**config.mk**
```make
export PLATFORM = sky130hd
export DESIGN_NAME = vga_timing_gen
export DESIGN_NICKNAME = d
export VERILOG_FILES = /design/src/rtl/vga_timing_gen.sv
export SDC_FILE = /design/constraint.sdc
export NUM_CORES = 1
export LEC_CHECK = 0
export BUFFER_PORTS_ARGS = -buffer_cell sky130_fd_sc_hd__buf_2
export CAP_MARGIN = 20
export CELL_PAD_IN_SITES_DETAIL_PLACEMENT = 2
export CELL_PAD_IN_SITES_GLOBAL_PLACEMENT = 2
export CORE_UTILIZATION = 33
export CTS_CLUSTER_SIZE = 16
export DETAILED_ROUTE_END_ITERATION = 10
export MAX_ROUTING_LAYER = met4
export PLACE_DENSITY_LB_ADDON = 0.1
export SETUP_SLACK_MARGIN = 0.15
export SYNTH_ARGS = -nofsm -noshare
export SYNTH_HDL_FRONTEND = slang
export SYNTH_SLANG_ARGS = --single-unit
```
**constraint.sdc**
```tcl
create_clock -name clk -period 2.2 [get_ports clk]
set_input_delay 0.33 -clock clk [delete_from_list [all_inputs] [get_ports clk]]
set_output_delay 0.33 -clock clk [all_outputs]
set_load 0.02 [all_outputs]
```
**src/rtl/vga_timing_gen.sv**
```systemverilog
`default_nettype none
// ============================================================================
// Module   : vga_timing_gen
// Purpose  : Raster timing for a VGA path: x/y position, registered syncs,
//            visible-area flag, per-frame tick and frame counter.
// Revision : 1.0 - initial release
// ============================================================================
module vga_timing_gen #(
    parameter int H_VISIBLE = 640,
    parameter int H_FRONT   = 16,
    parameter int H_SYNC    = 96,
    parameter int H_BACK    = 48,
    parameter int V_VISIBLE = 480,
    parameter int V_FRONT   = 10,
    parameter int V_SYNC    = 2,
    parameter int V_BACK    = 33,
    parameter int FCNT_W    = 8
) (
    input  logic              clk,
    input  logic              rst,
    input  logic              ce,
    output logic [9:0]        x,
    output logic [9:0]        y,
    output logic              hsync,
    output logic              vsync,
    output logic              frame_active,
    output logic              frame_tick,
    output logic [FCNT_W-1:0] frame_count
);

    localparam int         c_H_TOTAL  = H_VISIBLE + H_FRONT + H_SYNC + H_BACK;
    localparam int         c_V_TOTAL  = V_VISIBLE + V_FRONT + V_SYNC + V_BACK;
    localparam logic [9:0] c_H_LAST   = 10'(c_H_TOTAL - 1);
    localparam logic [9:0] c_V_LAST   = 10'(c_V_TOTAL - 1);
    localparam logic [9:0] c_H_VIS    = 10'(H_VISIBLE);
    localparam logic [9:0] c_V_VIS    = 10'(V_VISIBLE);
    localparam logic [9:0] c_HS_START = 10'(H_VISIBLE + H_FRONT);
    localparam logic [9:0] c_HS_END   = 10'(H_VISIBLE + H_FRONT + H_SYNC);
    localparam logic [9:0] c_VS_START = 10'(V_VISIBLE + V_FRONT);
    localparam logic [9:0] c_VS_END   = 10'(V_VISIBLE + V_FRONT + V_SYNC);

    logic [9:0]        r_x;
    logic [9:0]        r_y;
    logic              r_hsync;
    logic              r_vsync;
    logic              r_frame_active;
    logic              r_frame_tick;
    logic [FCNT_W-1:0] r_frame_count;

    logic [9:0]        w_x_next;
    logic [9:0]        w_y_next;
    logic              w_x_end;
    logic              w_y_end;
    logic              w_wrap;

    always_comb begin
        w_x_end  = (r_x == c_H_LAST);
        w_y_end  = (r_y == c_V_LAST);
        w_wrap   = ce & w_x_end & w_y_end;
        w_x_next = r_x;
        w_y_next = r_y;
        if (ce) begin
            if (w_x_end) begin
                w_x_next = '0;
                w_y_next = w_y_end ? '0 : r_y + 10'd1;
            end else begin
                w_x_next = r_x + 10'd1;
            end
        end
    end

    // Decodes are taken from the next position so they line up with x/y.
    always_ff @(posedge clk or posedge rst) begin
        if (rst) begin
            r_x            <= '0;
            r_y            <= '0;
            r_hsync        <= 1'b1;
            r_vsync        <= 1'b1;
            r_frame_active <= 1'b1;
            r_frame_tick   <= 1'b0;
            r_frame_count  <= '0;
        end else begin
            r_x            <= w_x_next;
            r_y            <= w_y_next;
            r_hsync        <= !((w_x_next >= c_HS_START) && (w_x_next < c_HS_END));
            r_vsync        <= !((w_y_next >= c_VS_START) && (w_y_next < c_VS_END));
            r_frame_active <= (w_x_next < c_H_VIS) && (w_y_next < c_V_VIS);
            r_frame_tick   <= w_wrap;
            if (w_wrap) begin
                r_frame_count <= r_frame_count + FCNT_W'(1);
            end
        end
    end

    assign x            = r_x;
    assign y            = r_y;
    assign hsync        = r_hsync;
    assign vsync        = r_vsync;
    assign frame_active = r_frame_active;
    assign frame_tick   = r_frame_tick;
    assign frame_count  = r_frame_count;

endmodule
`default_nettype wire

```
# After elaboration in Yosys (flattened, before gate mapping)
# Index checks and enable logic that the tools add are counted.
classes:
  n_bitwise: 2
  order_cmp: 6
  mux: 5
  add_sub_neg: 3
  eq_ne: 2
  reduce_logical: 5
ops:
  columns: ["operator", "count"]
  rows:
  - ["$mux 10", 5]
  - ["$add 10x1->10 const B", 2]
  - ["$eq 10x10->1 const B", 2]
  - ["$lt 10x10->1 const B", 2]
  - ["$lt 10x9->1 const B", 2]
  - ["$ge 10x10->1 const B", 1]
  - ["$ge 10x9->1 const B", 1]
  - ["$add 8x1->8 const B", 1]
  - ["$logic_and 1x1->1", 3]
  - ["$and 1x1->1", 2]
  - ["$logic_not 1->1", 2]
word_totals:
  ff_bits: 32
  in_bits: 3
  word_cells: 30
  out_inout_bits: 32

# Logic depth before layout (Yosys ltp)
# Gate-level depths: netlist (run 1).
depth:
  depth_word: 7
  mapped_depth: 9
  ltp_nobuf: 6

# Worst setup path after synthesis (run 1)
# Ideal clock, no wire load.
synth_timing:
  path_type: "flip-flop to flip-flop"
  from: "reg r_x[0], in the netlist x[0]"
  to: "reg r_frame_count[7], in the netlist frame_count[7]"
  synth_period_minus_slack_ps: 1961
  arrival_time_ps: 1882
  stages_incl_launch_ff: 8
  required_ps: 2121
  n_path_buf: 1
  setup_slack_ps: 239
  setup_time_ps: 79
  cell_sequence: "dfrtp_1 > ha_1 > and3_1 > clkbuf_2 > nand3_1 > or4_4 > nor3_2 > xor2_1"
synth_between:
  elab_chain_len: 3
synth_lines:
  columns: ["element", "line", "text"]
  rows:
  - ["from (decl)", "42", "logic [9:0] r_x;"]
  - ["from (signal assigned)", "83", "r_x <= w_x_next;"]
  - ["$eq 10x10->1", "57", "w_x_end = (r_x == c_H_LAST);"]
  - ["$and 1x1->1 (2 in series)", "59", "w_wrap = ce & w_x_end & w_y_end;"]
  - ["to (signal assigned)", "90", "r_frame_count <= r_frame_count + FCNT_W'(1);"]
  - ["to (decl)", "48", "logic [FCNT_W-1:0] r_frame_count;"]
# No other way between the ends.
# A chain may end at the register's enable or synchronous reset.

# Worst setup path after layout (run 1)
layout_timing:
  from: "reg r_y[7], in the netlist y[7]"
  to: "reg r_frame_count[7], in the netlist frame_count[7]"
layout_between:
  elab_chain_len: 2
layout_lines:
  columns: ["element", "line", "text"]
  rows:
  - ["from (decl)", "43", "logic [9:0] r_y;"]
  - ["from (signal assigned)", "84", "r_y <= w_y_next;"]
  - ["$eq 10x10->1", "58", "w_y_end = (r_y == c_V_LAST);"]
  - ["$and 1x1->1", "59", null]
# No other way between the ends.

==> run metrics, run 1 <==
I/O Pins=35; layout cells sized above 1=31.0%; fmax=511 MHz; DR WL/cell=17.4 µm; Synth Register Bits=32; Area growth, synth to finish=25.1%; ys flop type=dfrtp_1; cell area after layout=2090 µm²; clock skew=0.00745 ns; startpoint types=flip-flop; IO Port Bufs=34; clk root buf=clkbuf_8; Detailed Place HPWL=3580 µm; setup ws final=0.244 ns; CP startpoint=y[7]$_DFF_PP0_; critical path, cell by cell=nor4b_4 > nand4_4 > or4_4 > nor3_2 > xor2_1; Hold Path Class=primary input to async pin; Warnings, synthesis=0; Vias=1454; final core utilization=43.7%; Starting Density=34.9%; clock latency on the worst-skew pair=0.28 ns; CP endpoint kind=flip-flop; TritonCTS clock tree=done; largest net degree at the start of global routing=33; vias in the first global route=1614; max-slew violation total from the final report=0; relative max-transition margin=72.1%; net count after synthesis=176; CP Max Fanout=5; crit path kind=flip-flop to flip-flop; TritonCTS Buffers=5; cts hold-fix bufs=0; Post-synth EDFFs=0; clk sink count=32; post-synth cell types=33; Pleak=0.973 nW; CP max stage delay=0.55 ns; Slowest-stage cell, CP=or4_4; Seq/Total Area, Yosys=48.1%; die height=73.2 µm; Fin. Hold Viols=0; WL final=4910 µm; Min Clock Period, post-route=1.96 ns; htree depth=2; Final setup viols=0; synthesized area=1670 µm²; WP data required=2.40 ns; post-synthesis async set-or-reset flop share=100%; gr usage total=21.0%; TNS Setup=0 ns; grt total ovfl=0; reg2reg start=y[7]$_DFF_PP0_; Syn Area/Cell=9.89 µm²; outcome=complete, no violations; DR pass1 iterations=4; Max clock buf depth=2; critical path arrival=2.15 ns; Starting DRT DRC Count=31; Worst Tran Pin Value=0.419 ns; post-placement worst setup slack=0.169 ns; Post-Synthesis Cells=169; first-pass GRT wire length=8170 µm; routability congestion estimate from global placement=0.795; Pwr Density=762 nW/µm²; die area=5350 µm²; cell row count=25; Post-DP Area=1950 µm²; Die X=73.2 µm; Reg clk slew, reported paths=0.07 ns; n_diodes=0; RSZ-0062 raised after global routing=yes; Routed Antenna Nets=0; max-cap viol count=0; Peak VDD IR=0.000506 V; Vias/cell=5.14; DRC Markers=0; Core Area=4790 µm²; # fillers=534; initial antenna violation count=0; nets@finish=222; Tcrit/Tclk final=88.9%
## per-stage QoR
stage          total power, mW  cells  hold slack (ns)
2_1_floorplan            0.956    169            0.444
3_3_place_gp              1.06    271            0.437
3_5_place_dp              1.09    271            0.456
4_1_cts                   1.60    279            0.151
5_1_grt                   1.68    283            0.154
6_report                  1.59    283            0.132
## worst max-delay path, delay by kind of cell (launching register included)
| family | cells | cell delay (ns) |
|---|---|---|
| xor+xnor | 1 | 0.17 |
| flops | 1 | 0.46 |
| simple gates | 4 | 1.25 |
## power breakdown
| part | internal [mW] | switching [mW] | total, mW | leakage, nW |
|---|---|---|---|---|
| clock network | 0.286 | 0.217 | 0.503 | 0.0515 |
| logic | 0.122 | 0.214 | 0.336 | 0.530 |
| registers | 0.651 | 0.104 | 0.754 | 0.392 |
## sequential cells by signal, summed over array words and instances, names as in the netlist
signal and flops:
frame_count 8, frame_active 1, y 10, hsync 1
frame_tick 1, vsync 1, x 10
## placed cells by master, fill, tap and decap left out, types with 2 or more instances in the layout
master,synthesis,final
a21oi_1,3,2
and2_1,4,4
and3_1,5,3
and3_2,1,2
buf_2,3,34
buf_4,0,11
clkbuf_8,0,7
dfrtp_1,29,28
dfstp_2,3,3
ha_1,4,4
inv_1,7,7
nand2_1,17,17
nand3_1,13,13
nand4_1,11,11
nor2_1,13,13
nor3_1,5,5
nor4b_4,2,2
o211ai_1,2,2
o21ai_0,9,9
or3_1,4,4
xnor2_1,16,16
xor2_1,4,4
## cells by family after synthesis
kind of cell | Yosys count | synth area share [%]
DFF | 32 | 48.1
buffers and inverters | 13 | 3.22
AOI/OAI and AO/OA | 17 | 5.84
muxes | 1 | 0.599
xor gates and xnor gates | 20 | 10.5
and+or+nand+nor | 82 | 28.7
adders and majority gates | 4 | 2.99
## synth_stat cells (all sizes together) (2+ instances only)
master  number  area, µm²
xnor2       16        140
clkbuf       3       12.5
o21ai        9       45.0
inv          7       26.3
o211ai       2       15.0
nand4       12       90.1
nor4b        2       47.6
nor2        13       48.8
nand2       17       63.8
or3          4       25.0
a21oi        3       15.0
and3         6       38.8
ha           4       50.1
nand3       13       65.1
dfrtp       29        726
dfstp        3       78.8
buf          3       15.0
nor3         6       35.0
xor2         4       35.0
and2         4       25.0
## layout make-up
cell class | instances | area [µm²] | area share (%)
multi-input combinational | 124 | 823 | 39.4
sequential | 32 | 806 | 38.5
timing repair buffer | 45 | 253 | 12.1
clock buffer | 8 | 100 | 4.78
tap | 67 | 83.8 | 4.01
inverter | 7 | 26.3 | 1.26
## layer usage
metal	track usage [%]	vias to the layer above	share of wire [%]
met5	-	-	0
met4	5.88	0	0.45
met3	3.31	2	2.4
met2	34.8	22	52
met1	26.7	754	45
li1	-	676	-
## repair_timing
item,4_1_cts,5_1_grt
pin swaps,0,3
buffers inserted,0,4
resized for setup,1,4
setup endpoints to repair,2,13
## final timing paths
path,end,slack [ns],cells past startpoint
worst max register to register,frame_count[7]$_DFFE_PP0P_,0.24,5
min in group clk,x[2]$_DFF_PP0_,0.41,3
max in group asynchronous,hsync$_DFF_PP1_,1.73,3
worst min-delay path,frame_count[2]$_DFFE_PP0P_,0.13,3
worst min register to register,frame_count[7]$_DFFE_PP0P_,0.48,1
worst max-delay path,frame_count[7]$_DFFE_PP0P_,0.24,5
(Power assumes the default switching activity.)
==> inputs of run 2 (changes only) <==
- clock period: 2.2 -> 2.05 ns (I/O delays scaled with it)
==> run metrics, run 2 (synthesis gave the netlist of run 1 again) <==
max-slew violation total from the final report=0 (unchanged); cts hold-fix bufs=0 (unchanged); RSZ-0062 raised after global routing=yes; Post-DP Area=1960 µm² (+0.39%); Die X=73.2 µm (unchanged); startpoint types=flip-flop; R2R setup slack=0.19 ns (-0.05 ns); most frequent cells in the layout=buf_2, dfrtp_1, nand2_1; CP max stage delay=0.49 ns (-0.06 ns); critical path, cell by cell=nor4b_4 > nand3_2 > or4_4 > nor3_4 > xor2_1; Core Area=4790 µm² (unchanged); TNS Setup=0 ns (unchanged); initial antenna violation count=0 (unchanged); TritonCTS Buffers=5 (unchanged); critical path arrival=2.07 ns (-0.08 ns); Detailed Place HPWL=3600 µm (+0.37%); max-cap viol count=0 (unchanged); clock latency on the worst-skew pair=0.29 ns (about the same); Pleak=0.964 nW (-0.94%); Reg clk slew, reported paths=0.07 ns (about the same); Reg area=813 µm² (+0.93%); commonest non-fill, non-tap cell in the layout=buf_2; footprint of the multi-input gates=868 µm² (+5.5%); Worst Tran Pin Value=0.427 ns (+0.00794 ns); relative max-transition margin=71.5% (-0.53 points); die height=73.2 µm (unchanged); WP data required=2.26 ns (-0.14 ns); cell row count=25 (unchanged); nets@finish=222 (unchanged); n_diodes=0 (unchanged); internal cell power=1.15 mW (+9.0%); Tcrit/Tclk final=90.8% (+1.9 points); Combinational Power Share=22.5% (+1.4 points); clock network fraction of total power=30.8% (-0.8 points); Area growth, synth to finish=28.1%; Min Clock Period, post-route=1.86 ns (-0.0952 ns); WL final=4830 µm (-1.7%); DR WL/cell=17.1 µm (-1.4%); Slowest-stage cell, CP=dfrtp_1; clock skew=0.00637 ns (-0.00108 ns); r2r worst-path depth=5 (unchanged); IO Port Bufs=34 (unchanged); CP endpoint kind=flip-flop; htree depth=2 (unchanged); grt total ovfl=0 (unchanged); Pwr Density=806 nW/µm² (+5.8%); outcome=complete, no violations; Vias=1438 (-1.1%); switching share of power=33.1% (-0.47 points); Fin. Hold Viols=0 (unchanged); fmax=537 MHz (+5.1%); clk root buf=clkbuf_8; Final setup viols=0 (unchanged); clk sink count=32 (unchanged); reg-to-reg endpoint=frame_count[7]$_DFFE_PP0P_; Starting DRT DRC Count=35 (+13%); Vias/cell=5.10 (-0.75%); Buf/Inv on CP=0 (unchanged); # fillers=528 (-1.1%); Max clock buf depth=2 (unchanged); gr usage total=20.4% (-0.63 points); first-pass GRT wire length=7780 µm (-4.7%); I/O Pins=35 (unchanged); vias in the first global route=1514 (-6.2%); Hold Path Class=primary input to async pin; delay-heaviest family, CP=simple AND/OR/NAND/NOR gates; reg2reg start=x[7]$_DFF_PP0_; DR pass1 iterations=4 (unchanged); Psw=0.571 mW (+6.7%); largest net degree at the start of global routing=33 (unchanged); Peak VDD IR=0.000513 V (+1.4%); Starting Density=34.9% (unchanged); TritonCTS clock tree=done; routability congestion estimate from global placement=0.766 (-3.7%); Routed Antenna Nets=0 (unchanged); die area=5350 µm² (unchanged); Flop pwr share=46.8% (-0.5 points); CP Max Fanout=7 (+2); DRC Markers=0 (unchanged); cell area after layout=2140 µm² (+2.3%); crit path kind=flip-flop to flip-flop; layout cells sized above 1=37.7% (+6.7 points)
run 2: worst reg2reg max path, cell delays in order, from the launching register on:
cell	delay [ns]
dfrtp_1	0.49
nor4b_4	0.39
nand3_2	0.14
or4_4	0.47
nor3_4	0.13
xor2_1	0.16
run 2: worst max-delay path by stage:
stage | startpoint | to | depth (start not counted)
2_1_floorplan | x[0]$_DFF_PP0_ | hsync$_DFF_PP1_ | 8
3_3_place_gp | x[0]$_DFF_PP0_ | hsync$_DFF_PP1_ | 6
3_5_place_dp | x[0]$_DFF_PP0_ | y[7]$_DFF_PP0_ | 6
4_1_cts | y[8]$_DFF_PP0_ | frame_count[7]$_DFFE_PP0P_ | 5
5_1_grt | x[7]$_DFF_PP0_ | frame_count[7]$_DFFE_PP0P_ | 5
6_report | x[7]$_DFF_PP0_ | frame_count[7]$_DFFE_PP0P_ | 5
run 2: cell type report:
class	instances	area share [%]
inverters	7	1.23
multi-input cells	124	40.6
clock buffers	7	4.50
well taps	67	3.92
flip-flops and latches	32	38.0
repair buffers	45	11.8
run 2: metal layers:
metal,share of wire [%],track usage (%)
met1,43,23.6
met2,53,34.7
met3,2.9,4.14
met4,1.6,7.84
met5,0,-
run 2: through the flow:
step	cells	hold WS, ns	worst slack (ns)	total power, mW	utilization (%)
floorplan	169	0.421	0.165	1.03	-
global placement	271	0.420	0.165	1.14	40.9
detailed placement	271	0.426	0.0812	1.17	40.9
CTS	278	0.115	0.156	1.72	43.1
global route	282	0.128	0.0707	1.82	44.7
finish	282	0.0952	0.189	1.72	44.7
run 2: repair_timing:
| item | 4_1_cts | 5_1_grt |
|---|---|---|
| gates resized for setup | 4 | 14 |
| setup endpoints to repair | 11 | 9 |
| buffers inserted | 0 | 4 |
| pin swaps | 1 | 5 |
run 2: power groups by stage:
stage	combinational [mW]	clock, mW	sequential, mW
4_1_cts	0.358	0.547	0.812
3_5_place_dp	0.350	0	0.824
3_3_place_gp	0.332	0	0.812
5_1_grt	0.423	0.577	0.822
2_1_floorplan	0.155	0	0.880
6_report	0.387	0.531	0.807
